===== config.mk =====
export PLATFORM = sky130hd
export DESIGN_NAME = decode_stage
export DESIGN_NICKNAME = d
export VERILOG_FILES = /design/src/rtl/decode_pkg.sv /design/src/rtl/rv32i_decode_comb.sv /design/src/rtl/decode_stage.sv
export SDC_FILE = /design/constraint.sdc
export NUM_CORES = 1
export LEC_CHECK = 0
export CORE_MARGIN = 1.5
export CORE_UTILIZATION = 33
export DETAILED_ROUTE_END_ITERATION = 12
export GPL_ROUTABILITY_DRIVEN = 1
export PLACE_DENSITY = 0.64
export SLEW_MARGIN = 10
export SYNTH_ARGS = -nofsm -noshare
export SYNTH_HDL_FRONTEND = slang
export SYNTH_SLANG_ARGS = --single-unit

===== constraint.sdc =====
create_clock -name clk_in -period 8.1 [get_ports clk_in]
set_input_delay 1.62 -clock clk_in [delete_from_list [all_inputs] [get_ports clk_in]]
set_output_delay 1.62 -clock clk_in [all_outputs]
set_load 0.01 [all_outputs]

===== src/rtl/decode_pkg.sv =====
`default_nettype none
// ============================================================================
// Module      : decode_pkg
// Description : Shared types and constants for the RV32I decode stage.
//               Internal opcode enumeration (ILLEGAL = 0), RV32I major-opcode
//               values and funct3/funct7 field values.
// Revision    : 1.0 - initial release
// ============================================================================
package decode_pkg;

  localparam int OPC_W = 6;

  typedef enum logic [OPC_W-1:0] {
    OP_ILLEGAL = 6'd0,
    OP_ADD, OP_SUB, OP_SLL, OP_SLT, OP_SLTU, OP_XOR, OP_SRL, OP_SRA, OP_OR, OP_AND,
    OP_ADDI, OP_SLTI, OP_SLTIU, OP_XORI, OP_ORI, OP_ANDI, OP_SLLI, OP_SRLI, OP_SRAI,
    OP_LB, OP_LH, OP_LW, OP_LBU, OP_LHU,
    OP_SB, OP_SH, OP_SW,
    OP_BEQ, OP_BNE, OP_BLT, OP_BGE, OP_BLTU, OP_BGEU,
    OP_JAL, OP_JALR, OP_AUIPC, OP_LUI
  } opcode_e;

  // RV32I major opcodes (inst[6:0])
  localparam logic [6:0] MAJ_OP     = 7'h33;
  localparam logic [6:0] MAJ_OP_IMM = 7'h13;
  localparam logic [6:0] MAJ_LOAD   = 7'h03;
  localparam logic [6:0] MAJ_JALR   = 7'h67;
  localparam logic [6:0] MAJ_STORE  = 7'h23;
  localparam logic [6:0] MAJ_BRANCH = 7'h63;
  localparam logic [6:0] MAJ_JAL    = 7'h6F;
  localparam logic [6:0] MAJ_AUIPC  = 7'h17;
  localparam logic [6:0] MAJ_LUI    = 7'h37;

  // ALU funct3 (shared by register and immediate forms)
  localparam logic [2:0] F3_ADD  = 3'd0;
  localparam logic [2:0] F3_SLL  = 3'd1;
  localparam logic [2:0] F3_SLT  = 3'd2;
  localparam logic [2:0] F3_SLTU = 3'd3;
  localparam logic [2:0] F3_XOR  = 3'd4;
  localparam logic [2:0] F3_SR   = 3'd5;
  localparam logic [2:0] F3_OR   = 3'd6;
  localparam logic [2:0] F3_AND  = 3'd7;

  // Load / store / branch / jalr funct3
  localparam logic [2:0] F3_B    = 3'd0;
  localparam logic [2:0] F3_H    = 3'd1;
  localparam logic [2:0] F3_W    = 3'd2;
  localparam logic [2:0] F3_BU   = 3'd4;
  localparam logic [2:0] F3_HU   = 3'd5;
  localparam logic [2:0] F3_BEQ  = 3'd0;
  localparam logic [2:0] F3_BNE  = 3'd1;
  localparam logic [2:0] F3_BLT  = 3'd4;
  localparam logic [2:0] F3_BGE  = 3'd5;
  localparam logic [2:0] F3_BLTU = 3'd6;
  localparam logic [2:0] F3_BGEU = 3'd7;
  localparam logic [2:0] F3_JALR = 3'd0;

  localparam logic [6:0] F7_BASE = 7'h00;
  localparam logic [6:0] F7_ALT  = 7'h20;

endpackage
`default_nettype wire


===== src/rtl/rv32i_decode_comb.sv =====
`default_nettype none
// ============================================================================
// Module      : rv32i_decode_comb
// Description : Purely combinational RV32I decoder.
//               inst_i -> rs_o/rt_o/rd_o (register indices), imm_o (extended
//               immediate), opcode_o (internal opcode), illegal_o.
//               Fields a format does not use are driven to zero; an illegal
//               encoding drives every field to zero.
// Revision    : 1.0 - initial release
// ============================================================================
module rv32i_decode_comb
  import decode_pkg::*;
#(
  parameter int DATA_W = 32,
  parameter int REG_W  = 5
) (
  input  logic [DATA_W-1:0] inst_i,
  output logic [REG_W-1:0]  rs_o,
  output logic [REG_W-1:0]  rt_o,
  output logic [REG_W-1:0]  rd_o,
  output logic [DATA_W-1:0] imm_o,
  output logic [OPC_W-1:0]  opcode_o,
  output logic              illegal_o
);

  logic [6:0]        w_major;
  logic [2:0]        w_f3;
  logic [6:0]        w_f7;
  logic              w_alt;
  logic [DATA_W-1:0] w_imm_i, w_imm_s, w_imm_b, w_imm_j, w_imm_u, w_shamt;
  logic [DATA_W-1:0] w_imm;
  opcode_e           w_op;
  logic              w_use_rs, w_use_rt, w_use_rd;

  assign w_major = inst_i[6:0];
  assign w_f3    = inst_i[14:12];
  assign w_f7    = inst_i[31:25];
  assign w_alt   = inst_i[30];

  assign w_imm_i = DATA_W'($signed(inst_i[31:20]));
  assign w_imm_s = DATA_W'($signed({inst_i[31:25], inst_i[11:7]}));
  assign w_imm_b = DATA_W'($signed({inst_i[31], inst_i[7], inst_i[30:25], inst_i[11:8], 1'b0}));
  assign w_imm_j = DATA_W'($signed({inst_i[31], inst_i[19:12], inst_i[20], inst_i[30:21], 1'b0}));
  assign w_imm_u = DATA_W'($signed({inst_i[31:12], 12'b0}));
  assign w_shamt = DATA_W'(inst_i[24:20]);

  always_comb begin
    w_op     = OP_ILLEGAL;
    w_imm    = '0;
    w_use_rs = 1'b0;
    w_use_rt = 1'b0;
    w_use_rd = 1'b0;
    case (w_major)
      MAJ_OP: begin
        {w_use_rs, w_use_rt, w_use_rd} = 3'b111;
        // inst[30] only distinguishes ADD/SUB and SRL/SRA; other funct3
        // values accept either legal funct7.
        if (w_f7 == F7_BASE || w_f7 == F7_ALT) begin
          case (w_f3)
            F3_ADD:  w_op = w_alt ? OP_SUB : OP_ADD;
            F3_SLL:  w_op = OP_SLL;
            F3_SLT:  w_op = OP_SLT;
            F3_SLTU: w_op = OP_SLTU;
            F3_XOR:  w_op = OP_XOR;
            F3_SR:   w_op = w_alt ? OP_SRA : OP_SRL;
            F3_OR:   w_op = OP_OR;
            default: w_op = OP_AND;
          endcase
        end
      end
      MAJ_OP_IMM: begin
        {w_use_rs, w_use_rd} = 2'b11;
        w_imm = w_imm_i;
        case (w_f3)
          F3_ADD:  w_op = OP_ADDI;
          F3_SLL:  begin w_op = OP_SLLI; w_imm = w_shamt; end
          F3_SLT:  w_op = OP_SLTI;
          F3_SLTU: w_op = OP_SLTIU;
          F3_XOR:  w_op = OP_XORI;
          F3_SR:   begin w_op = w_alt ? OP_SRAI : OP_SRLI; w_imm = w_shamt; end
          F3_OR:   w_op = OP_ORI;
          default: w_op = OP_ANDI;
        endcase
      end
      MAJ_LOAD: begin
        {w_use_rs, w_use_rd} = 2'b11;
        w_imm = w_imm_i;
        case (w_f3)
          F3_B:    w_op = OP_LB;
          F3_H:    w_op = OP_LH;
          F3_W:    w_op = OP_LW;
          F3_BU:   w_op = OP_LBU;
          F3_HU:   w_op = OP_LHU;
          default: w_op = OP_ILLEGAL;
        endcase
      end
      MAJ_JALR: begin
        {w_use_rs, w_use_rd} = 2'b11;
        w_imm = w_imm_i;
        w_op  = (w_f3 == F3_JALR) ? OP_JALR : OP_ILLEGAL;
      end
      MAJ_STORE: begin
        {w_use_rs, w_use_rt} = 2'b11;
        w_imm = w_imm_s;
        // Only byte/half/word stores exist; wider widths are rejected.
        case (w_f3)
          F3_B:    w_op = OP_SB;
          F3_H:    w_op = OP_SH;
          F3_W:    w_op = OP_SW;
          default: w_op = OP_ILLEGAL;
        endcase
      end
      MAJ_BRANCH: begin
        {w_use_rs, w_use_rt} = 2'b11;
        w_imm = w_imm_b;
        case (w_f3)
          F3_BEQ:  w_op = OP_BEQ;
          F3_BNE:  w_op = OP_BNE;
          F3_BLT:  w_op = OP_BLT;
          F3_BGE:  w_op = OP_BGE;
          F3_BLTU: w_op = OP_BLTU;
          F3_BGEU: w_op = OP_BGEU;
          default: w_op = OP_ILLEGAL;
        endcase
      end
      MAJ_JAL:   begin w_use_rd = 1'b1; w_imm = w_imm_j; w_op = OP_JAL;   end
      MAJ_AUIPC: begin w_use_rd = 1'b1; w_imm = w_imm_u; w_op = OP_AUIPC; end
      MAJ_LUI:   begin w_use_rd = 1'b1; w_imm = w_imm_u; w_op = OP_LUI;   end
      default:   w_op = OP_ILLEGAL;
    endcase
  end

  assign illegal_o = (w_op == OP_ILLEGAL);
  assign opcode_o  = w_op;
  assign imm_o     = illegal_o ? '0 : w_imm;
  assign rs_o      = (w_use_rs && !illegal_o) ? REG_W'(inst_i[19:15]) : '0;
  assign rt_o      = (w_use_rt && !illegal_o) ? REG_W'(inst_i[24:20]) : '0;
  assign rd_o      = (w_use_rd && !illegal_o) ? REG_W'(inst_i[11:7])  : '0;

endmodule
`default_nettype wire


===== src/rtl/decode_stage.sv =====
`default_nettype none
// ============================================================================
// Module      : decode_stage
// Description : RV32I decode stage between instruction queue and reservation
//               station. Decodes one instruction per cycle into an in-order
//               output FIFO of DEPTH entries; emits branch-predictor and JAL
//               redirect pulses; supports flush and global stall (rdy_in).
// Ports       : clk_in, rst_in (async, active-high), rdy_in, flush_in
//               iq_*  : valid/ready instruction input (inst, pc)
//               rs_*  : FIFO head (valid/ready, rs/rt/rd, imm, opcode, pc,
//                       illegal)
//               bp_*  : branch decoded pulse + its PC
//               if_*  : JAL redirect pulse + target address
// Revision    : 1.0 - initial release
// ============================================================================
module decode_stage
  import decode_pkg::*;
#(
  parameter int ADDR_W = 32,
  parameter int DATA_W = 32,
  parameter int REG_W  = 5,
  parameter int OP_W   = 6,
  parameter int DEPTH  = 2
) (
  input  logic              clk_in,
  input  logic              rst_in,
  input  logic              rdy_in,
  input  logic              flush_in,
  input  logic              iq_valid_in,
  output logic              iq_ready_out,
  input  logic [DATA_W-1:0] iq_inst_in,
  input  logic [ADDR_W-1:0] iq_pc_in,
  output logic              rs_valid_out,
  input  logic              rs_ready_in,
  output logic [REG_W-1:0]  rs_rs_out,
  output logic [REG_W-1:0]  rs_rt_out,
  output logic [REG_W-1:0]  rs_rd_out,
  output logic [DATA_W-1:0] rs_imm_out,
  output logic [OP_W-1:0]   rs_opcode_out,
  output logic [ADDR_W-1:0] rs_pc_out,
  output logic              rs_illegal_out,
  output logic              bp_en_out,
  output logic [ADDR_W-1:0] bp_pc_out,
  output logic              if_en_out,
  output logic [ADDR_W-1:0] if_addr_out
);

  localparam int PTR_W   = (DEPTH > 1) ? $clog2(DEPTH) : 1;
  localparam int CNT_W   = $clog2(DEPTH + 1);
  localparam int ENTRY_W = 3 * REG_W + DATA_W + OP_W + ADDR_W + 1;
  localparam logic [PTR_W-1:0] PTR_LAST = PTR_W'(DEPTH - 1);

  logic [REG_W-1:0]   w_rs, w_rt, w_rd;
  logic [DATA_W-1:0]  w_imm;
  logic [OPC_W-1:0]   w_op;
  logic               w_illegal;
  logic [ENTRY_W-1:0] w_entry;
  logic               w_push, w_pop, w_is_branch, w_is_jal;
  logic [ADDR_W-1:0]  w_jal_target;

  logic [ENTRY_W-1:0] mem_q [DEPTH];
  logic [CNT_W-1:0]   count_q, count_d;
  logic [PTR_W-1:0]   wr_ptr_q, wr_ptr_d, rd_ptr_q, rd_ptr_d;
  logic               bp_en_q, if_en_q;
  logic [ADDR_W-1:0]  bp_pc_q, if_addr_q;

  rv32i_decode_comb #(.DATA_W(DATA_W), .REG_W(REG_W)) u_dec (
    .inst_i    (iq_inst_in),
    .rs_o      (w_rs),
    .rt_o      (w_rt),
    .rd_o      (w_rd),
    .imm_o     (w_imm),
    .opcode_o  (w_op),
    .illegal_o (w_illegal)
  );

  assign w_entry = {w_illegal, OP_W'(w_op), iq_pc_in, w_imm, w_rd, w_rt, w_rs};

  assign iq_ready_out = (count_q < CNT_W'(DEPTH));
  assign rs_valid_out = (count_q != '0);

  // Flush and freeze both suppress every FIFO action for the cycle.
  assign w_push = rdy_in & ~flush_in & iq_valid_in & iq_ready_out;
  assign w_pop  = rdy_in & ~flush_in & rs_valid_out & rs_ready_in;

  assign w_is_branch  = (iq_inst_in[6:0] == MAJ_BRANCH) & ~w_illegal;
  assign w_is_jal     = (iq_inst_in[6:0] == MAJ_JAL);
  assign w_jal_target = iq_pc_in + ADDR_W'($signed({iq_inst_in[31], iq_inst_in[19:12],
                                                     iq_inst_in[20], iq_inst_in[30:21], 1'b0}));

  always_comb begin
    count_d  = count_q;
    wr_ptr_d = wr_ptr_q;
    rd_ptr_d = rd_ptr_q;
    if (w_push) wr_ptr_d = (wr_ptr_q == PTR_LAST) ? '0 : wr_ptr_q + PTR_W'(1);
    if (w_pop)  rd_ptr_d = (rd_ptr_q == PTR_LAST) ? '0 : rd_ptr_q + PTR_W'(1);
    if (w_push && !w_pop)      count_d = count_q + CNT_W'(1);
    else if (!w_push && w_pop) count_d = count_q - CNT_W'(1);
  end

  always_ff @(posedge clk_in or posedge rst_in) begin
    if (rst_in) begin
      count_q  <= '0;
      wr_ptr_q <= '0;
      rd_ptr_q <= '0;
      for (int k = 0; k < DEPTH; k++) mem_q[k] <= '0;
    end else if (rdy_in) begin
      if (flush_in) begin
        count_q  <= '0;
        wr_ptr_q <= '0;
        rd_ptr_q <= '0;
      end else begin
        count_q  <= count_d;
        wr_ptr_q <= wr_ptr_d;
        rd_ptr_q <= rd_ptr_d;
        if (w_push) mem_q[wr_ptr_q] <= w_entry;
      end
    end
  end

  // Pulse flags self-clear on every edge; w_push already excludes freeze
  // and flush, so a pulse never repeats after a stall.
  always_ff @(posedge clk_in or posedge rst_in) begin
    if (rst_in) begin
      bp_en_q   <= 1'b0;
      if_en_q   <= 1'b0;
      bp_pc_q   <= '0;
      if_addr_q <= '0;
    end else begin
      bp_en_q <= w_push & w_is_branch;
      if_en_q <= w_push & w_is_jal;
      if (w_push && w_is_branch) bp_pc_q   <= iq_pc_in;
      if (w_push && w_is_jal)    if_addr_q <= w_jal_target;
    end
  end

  assign {rs_illegal_out, rs_opcode_out, rs_pc_out, rs_imm_out,
          rs_rd_out, rs_rt_out, rs_rs_out} = mem_q[rd_ptr_q];

  assign bp_en_out   = bp_en_q & rdy_in;
  assign bp_pc_out   = bp_pc_q;
  assign if_en_out   = if_en_q & rdy_in;
  assign if_addr_out = if_addr_q;

endmodule
`default_nettype wire


After elaboration in Yosys (flattened, before gate mapping)
Index checks and enable logic that the tools add are counted.
- register bits after elaboration: 242
- input port bits: 70
- output and inout port bits: 154
- logic and storage cells: 113
- $add $sub $neg: 5
- magnitude comparators: 4
- equality and inequality tests: 17
- multiplexer cells: 35
- bitwise gates (word level): 14
- reduce and logical (&&, ||, !) cells: 29
- operators by type and width (operator ; number):
    2-to-1 mux 86 bit ; 4
    case mux 32 bit (6 select lines) ; 1
    bitwise mux 172 bit ; 1
    demux 86 bit (select 1 bit) ; 1
    case mux 6 bit (7 select lines) ; 2
    2-to-1 mux 32 bit ; 2
    case mux 6 bit (9 select lines) ; 1
    case mux 6 bit (6 select lines) ; 1
    adder 32 bit ; 1
    == test 7 x 6 -> 1 bit (second input constant) ; 4
    case mux 5 bit (5 select lines) ; 1
    == test 7 bit (second input constant) ; 3
    2-to-1 mux 5 bit ; 3
    case mux 5 bit (3 select lines) ; 1
    == test 7 x 5 -> 1 bit (second input constant) ; 2
    == test 3 bit (second input constant) ; 4
    2-to-1 mux 6 bit ; 2
    bitwise AND 1 bit ; 10
    2-to-1 mux 1 bit ; 10
    logical AND 1 bit ; 8
    2-to-1 mux 2 bit ; 4
    == test 7 x 2 -> 1 bit (second input constant) ; 1
    logical NOT 7 bit ; 1
    OR reduction 7 bit ; 1
    other kinds (22) ; 35

Logic depth before layout (Yosys ltp)
- depth in word-level cells: 9
- depth in mapped cells: 12

Cells and area by module
From an unflattened synthesis, not the netlist that was laid out.
- cells, all modules: 1131
- area, all modules: 13046.3 µm²
- modules (own cells, without submodules) (module ; times used ; cells an instance ; area an instance (µm²)):
    decode_stage ; 1 ; 898 ; 11598.6
    rv32i_decode_comb ; 1 ; 233 ; 1447.6

Worst setup path after synthesis
OpenSTA, ideal clock, no wires.
- path type: input port to flip-flop
- start point: input iq_inst_in[21]
- end point: register if_addr_q[29] (netlist: if_addr_out[29])
- library setup time: 69 ps
- arrival time: 3958 ps
- required time: 8031 ps
- setup slack: 4073 ps
- stages: 11
- path buffers: 0
- cell sequence: ha_1 inv_1 fa_1 nor2b_1 o2111ai_1 a21oi_1 o211ai_1 o2111ai_1 a311oi_1 or4b_2 nand3_1
- longest elaborated chain between the ends: 1
- ends and longest elaborated chain (item ; RTL line ; source):
    from (decl) ; decode_stage.sv:31 ; input logic [DATA_W-1:0] iq_inst_in,
    adder 32 bit ; decode_stage.sv:88 ; assign w_jal_target = iq_pc_in + ADDR_W'($signed({iq_inst_in[31], iq_inst_in[19:12],
    to (signal assigned) ; decode_stage.sv:133 ; if (w_push && w_is_jal) if_addr_q <= w_jal_target;
    to (decl) ; decode_stage.sv:65 ; logic [ADDR_W-1:0] bp_pc_q, if_addr_q;
No other way between the ends.
A chain may end at the register's enable or synchronous reset.

Worst setup path in the final report
- start point: input rdy_in
- end point: output bp_en_out
- longest elaborated chain between the ends: 1
- ends and longest elaborated chain (item ; RTL line ; source):
    from (decl) ; decode_stage.sv:27 ; input logic rdy_in,
    bitwise AND 1 bit ; decode_stage.sv:140 ; assign bp_en_out = bp_en_q & rdy_in;
    to (decl) ; decode_stage.sv:42 ; output logic bp_en_out,
No other way between the ends.

==> flow_metrics.env <==
export IMPL_ant_nets=0
export IMPL_io_buffers=223
export IMPL_clock_skew_ns=0.00957
export IMPL_netlist_top_cells_count="242 x dfrtp_1, 161 x mux2_2, 141 x nand2_1, 58 x o31ai_1, 55 x a21oi_1"
export IMPL_worstPathArrival_ns=3.17
export IMPL_ioPinCount=224
export IMPL_fin_nets=1421
export IMPL_yosys_register_bits=242
export IMPL_wl_per_cell_um=20.3
export IMPL_root_buffer="clkbuf_16"
export IMPL_fillers=3578
export IMPL_numClockSinks=242
export IMPL_grt_pass1_wl_mm=57.6
export IMPL_p_per_area_mw_per_mm2=227
export IMPL_fmax_ghz=0.209
export IMPL_yosysMostFrequentCell="dfrtp_1"
export IMPL_max_slew_margin_pct=32.2
export IMPL_drv_slew=0
export IMPL_synth_top_flop_cell="dfrtp_1"
export IMPL_path_class="input pin to output port"
export IMPL_grt_max_degree=83
export IMPL_synth_edf_count=0
export IMPL_rows=71
export IMPL_grt_usage_pct=19.1
export IMPL_dpl_cell_area_mm2=0.0151
export IMPL_async_flop_share_pct=100
export IMPL_drive_gt1_share_pct=17.9
export IMPL_final_hold_viol_count=0
export IMPL_cts_tree="done"
export IMPL_firstDrtPassIters=5
export IMPL_coreArea_mm2=0.0375
export IMPL_leakage_uw=0.00694
export IMPL_crit_path_end_kind="output port"
export IMPL_hpwl_mm=26.2
export IMPL_cts_hold_buf=0
export IMPL_first_global_vias=9692
export IMPL_multi_input_area_mm2=0.00604
export IMPL_postCtsSetupBuffers=0
export IMPL_syn2layout_area_growth_pct=28.6
export IMPL_fin_crit_ns=4.79
export IMPL_cts_made_buffers=28
export IMPL_vias_per_cell=5.18
export IMPL_maxCapViolCount=0
export IMPL_hold_path_class="flop to flop"
export IMPL_die_y_um=197
export IMPL_cts_max_level=1
export IMPL_synth_top_cell_by_area="dfrtp_1"
export IMPL_yosysWarnings=0
export IMPL_synth_distinct_cells=71
export IMPL_ys_seq_area_share_pct=48.5
export IMPL_crit_required_ns=6.48
export IMPL_floorplan_initialDensity_pct=33.3
export IMPL_die_area_mm2=0.0390
export IMPL_syn_area_mm2=0.0125
export IMPL_clk_path_buf_depth=3
export IMPL_antenna_found_initial=0
export IMPL_register_area_mm2=0.00606
export IMPL_status="completed"
export IMPL_drtIter0Drc=612
export IMPL_diodes=0
export IMPL_rsz0062_at_grt="false"
export IMPL_clkTransAtPathRegs_ns=0.05
export IMPL_setup_violations=0
export IMPL_worst_slew_pin_slew_ns=1.02
export IMPL_vias=9578
export IMPL_max_vdd_ir_drop_v=0.000163
export IMPL_period_share_pct=59.1
export IMPL_syn_area_per_cell_um2=11.1
export IMPL_final_area_mm2=0.0160
export IMPL_critical_path_startpoint_type="input pin"
export IMPL_clkLatencyLatePin_ns=0.55
export IMPL_path_max_fanout=10
export IMPL_totalWireLength_mm=37.5
export IMPL_finalSetupTns_ns=0
export IMPL_place_gp_congestion=0.878
export IMPL_synth_area_leaders="dfrtp_1 49%, mux2_2 15%, nand2_1 4.2%"
export IMPL_synth_cells=1125
export IMPL_cts_resized=0
export IMPL_grt_ovfl_total=0
export IMPL_synth_nets=1226
export IMPL_fin_util_pct=42.8
export IMPL_die_w_um=197
export IMPL_yosysTopAreaCellShare_pct=48.5
export IMPL_route_detailed_drc=0
placed cells by master (no fill, tap or decap), types with 6 or more instances in the layout:
cell             instances
inv_1                   19
o31ai_1                 58
nand3_1                 14
a211oi_1                11
clkbuf_16               29
nor3_1                  12
nor3b_1                 13
nor2b_1                 10
mux2_1                  29
xor2_1                   6
a21o_1                   9
clkdlybuf4s50_1        223
a22oi_1                  6
nor2_1                  33
a22o_1                  42
nor3_2                   8
nand2_1                138
xnor2_1                 15
dfrtp_1                241
ha_1                    30
buf_4                   11
mux2_2                 161
clkbuf_1                 6
a21oi_1                 55
o21ai_0                 45
sequential cells by signal, indices dropped and copies added, names as in the netlist:
register,flops
if_addr_out,32
rd_ptr_q,1
count_q,2
wr_ptr_q,1
bp_pc_out,32
mem_q,172
if_en_q,1
bp_en_q,1
where the power goes:
group	switching [µW]	internal, µW	total (µW)
Clock	509	758	1270
Sequential	92.0	1370	1460
Combinational	418	503	921
Total	1020	2630	3650
worst paths after layout:
kind	from	cells past startpoint	to	slack, ns
worst min register to register	mem_q[35]	2	mem_q[35]	0.47
worst min-delay path	mem_q[35]	2	mem_q[35]	0.47
max in group asynchronous	rst_in	4	bp_pc_out[21]	5.01
min in group asynchronous	rst_in	3	mem_q[100]	1.66
worst max-delay path	rdy_in	3	bp_en_out	3.31
worst max register to register	count_q[1]	7	mem_q[96]	4.85
routing by layer:
| metal | global-route usage [%] | part of all wire (%) | vias to the layer above |
|---|---|---|---|
| li1 | - | - | 4526 |
| met1 | 24.3 | 43 | 4729 |
| met2 | 31.8 | 48 | 271 |
| met3 | 5.34 | 7.2 | 52 |
| met4 | 5.06 | 2.6 | 0 |
| met5 | 0 | 0 | - |
layout make-up:
cell class	count	area share (%)
sequential	242	37.8
multi-input combinational	793	37.6
timing repair buffer	234	14.4
clock buffer	40	5.09
tap	511	3.98
clock inverter	8	0.585
inverter	21	0.515
logic make-up after synthesis:
logic type | share of synthesized area (%)
buf+inv | 3.23
fa+ha+maj | 3.17
simple gates | 11.1
compound gates | 15.2
mux | 17.2
xor+xnor | 1.47
flops | 48.5
through the flow:
step,hold slack [ns],setup WS [ns],total power (µW),cells
5_1_grt,0.487,3.10,3830,1849
4_1_cts,0.472,3.30,3700,1849
2_1_floorplan,0.443,3.30,2000,1125
3_5_place_dp,0.460,2.74,2410,1801
6_report,0.469,3.31,3650,1849
3_3_place_gp,0.454,2.78,2390,1801
critical path, stage by stage:
cell and delay, ns:
clkdlybuf4s50_1 0.69, and2_1 0.28, clkdlybuf4s50_1 0.57
Power figures use the tool's default switching activity.
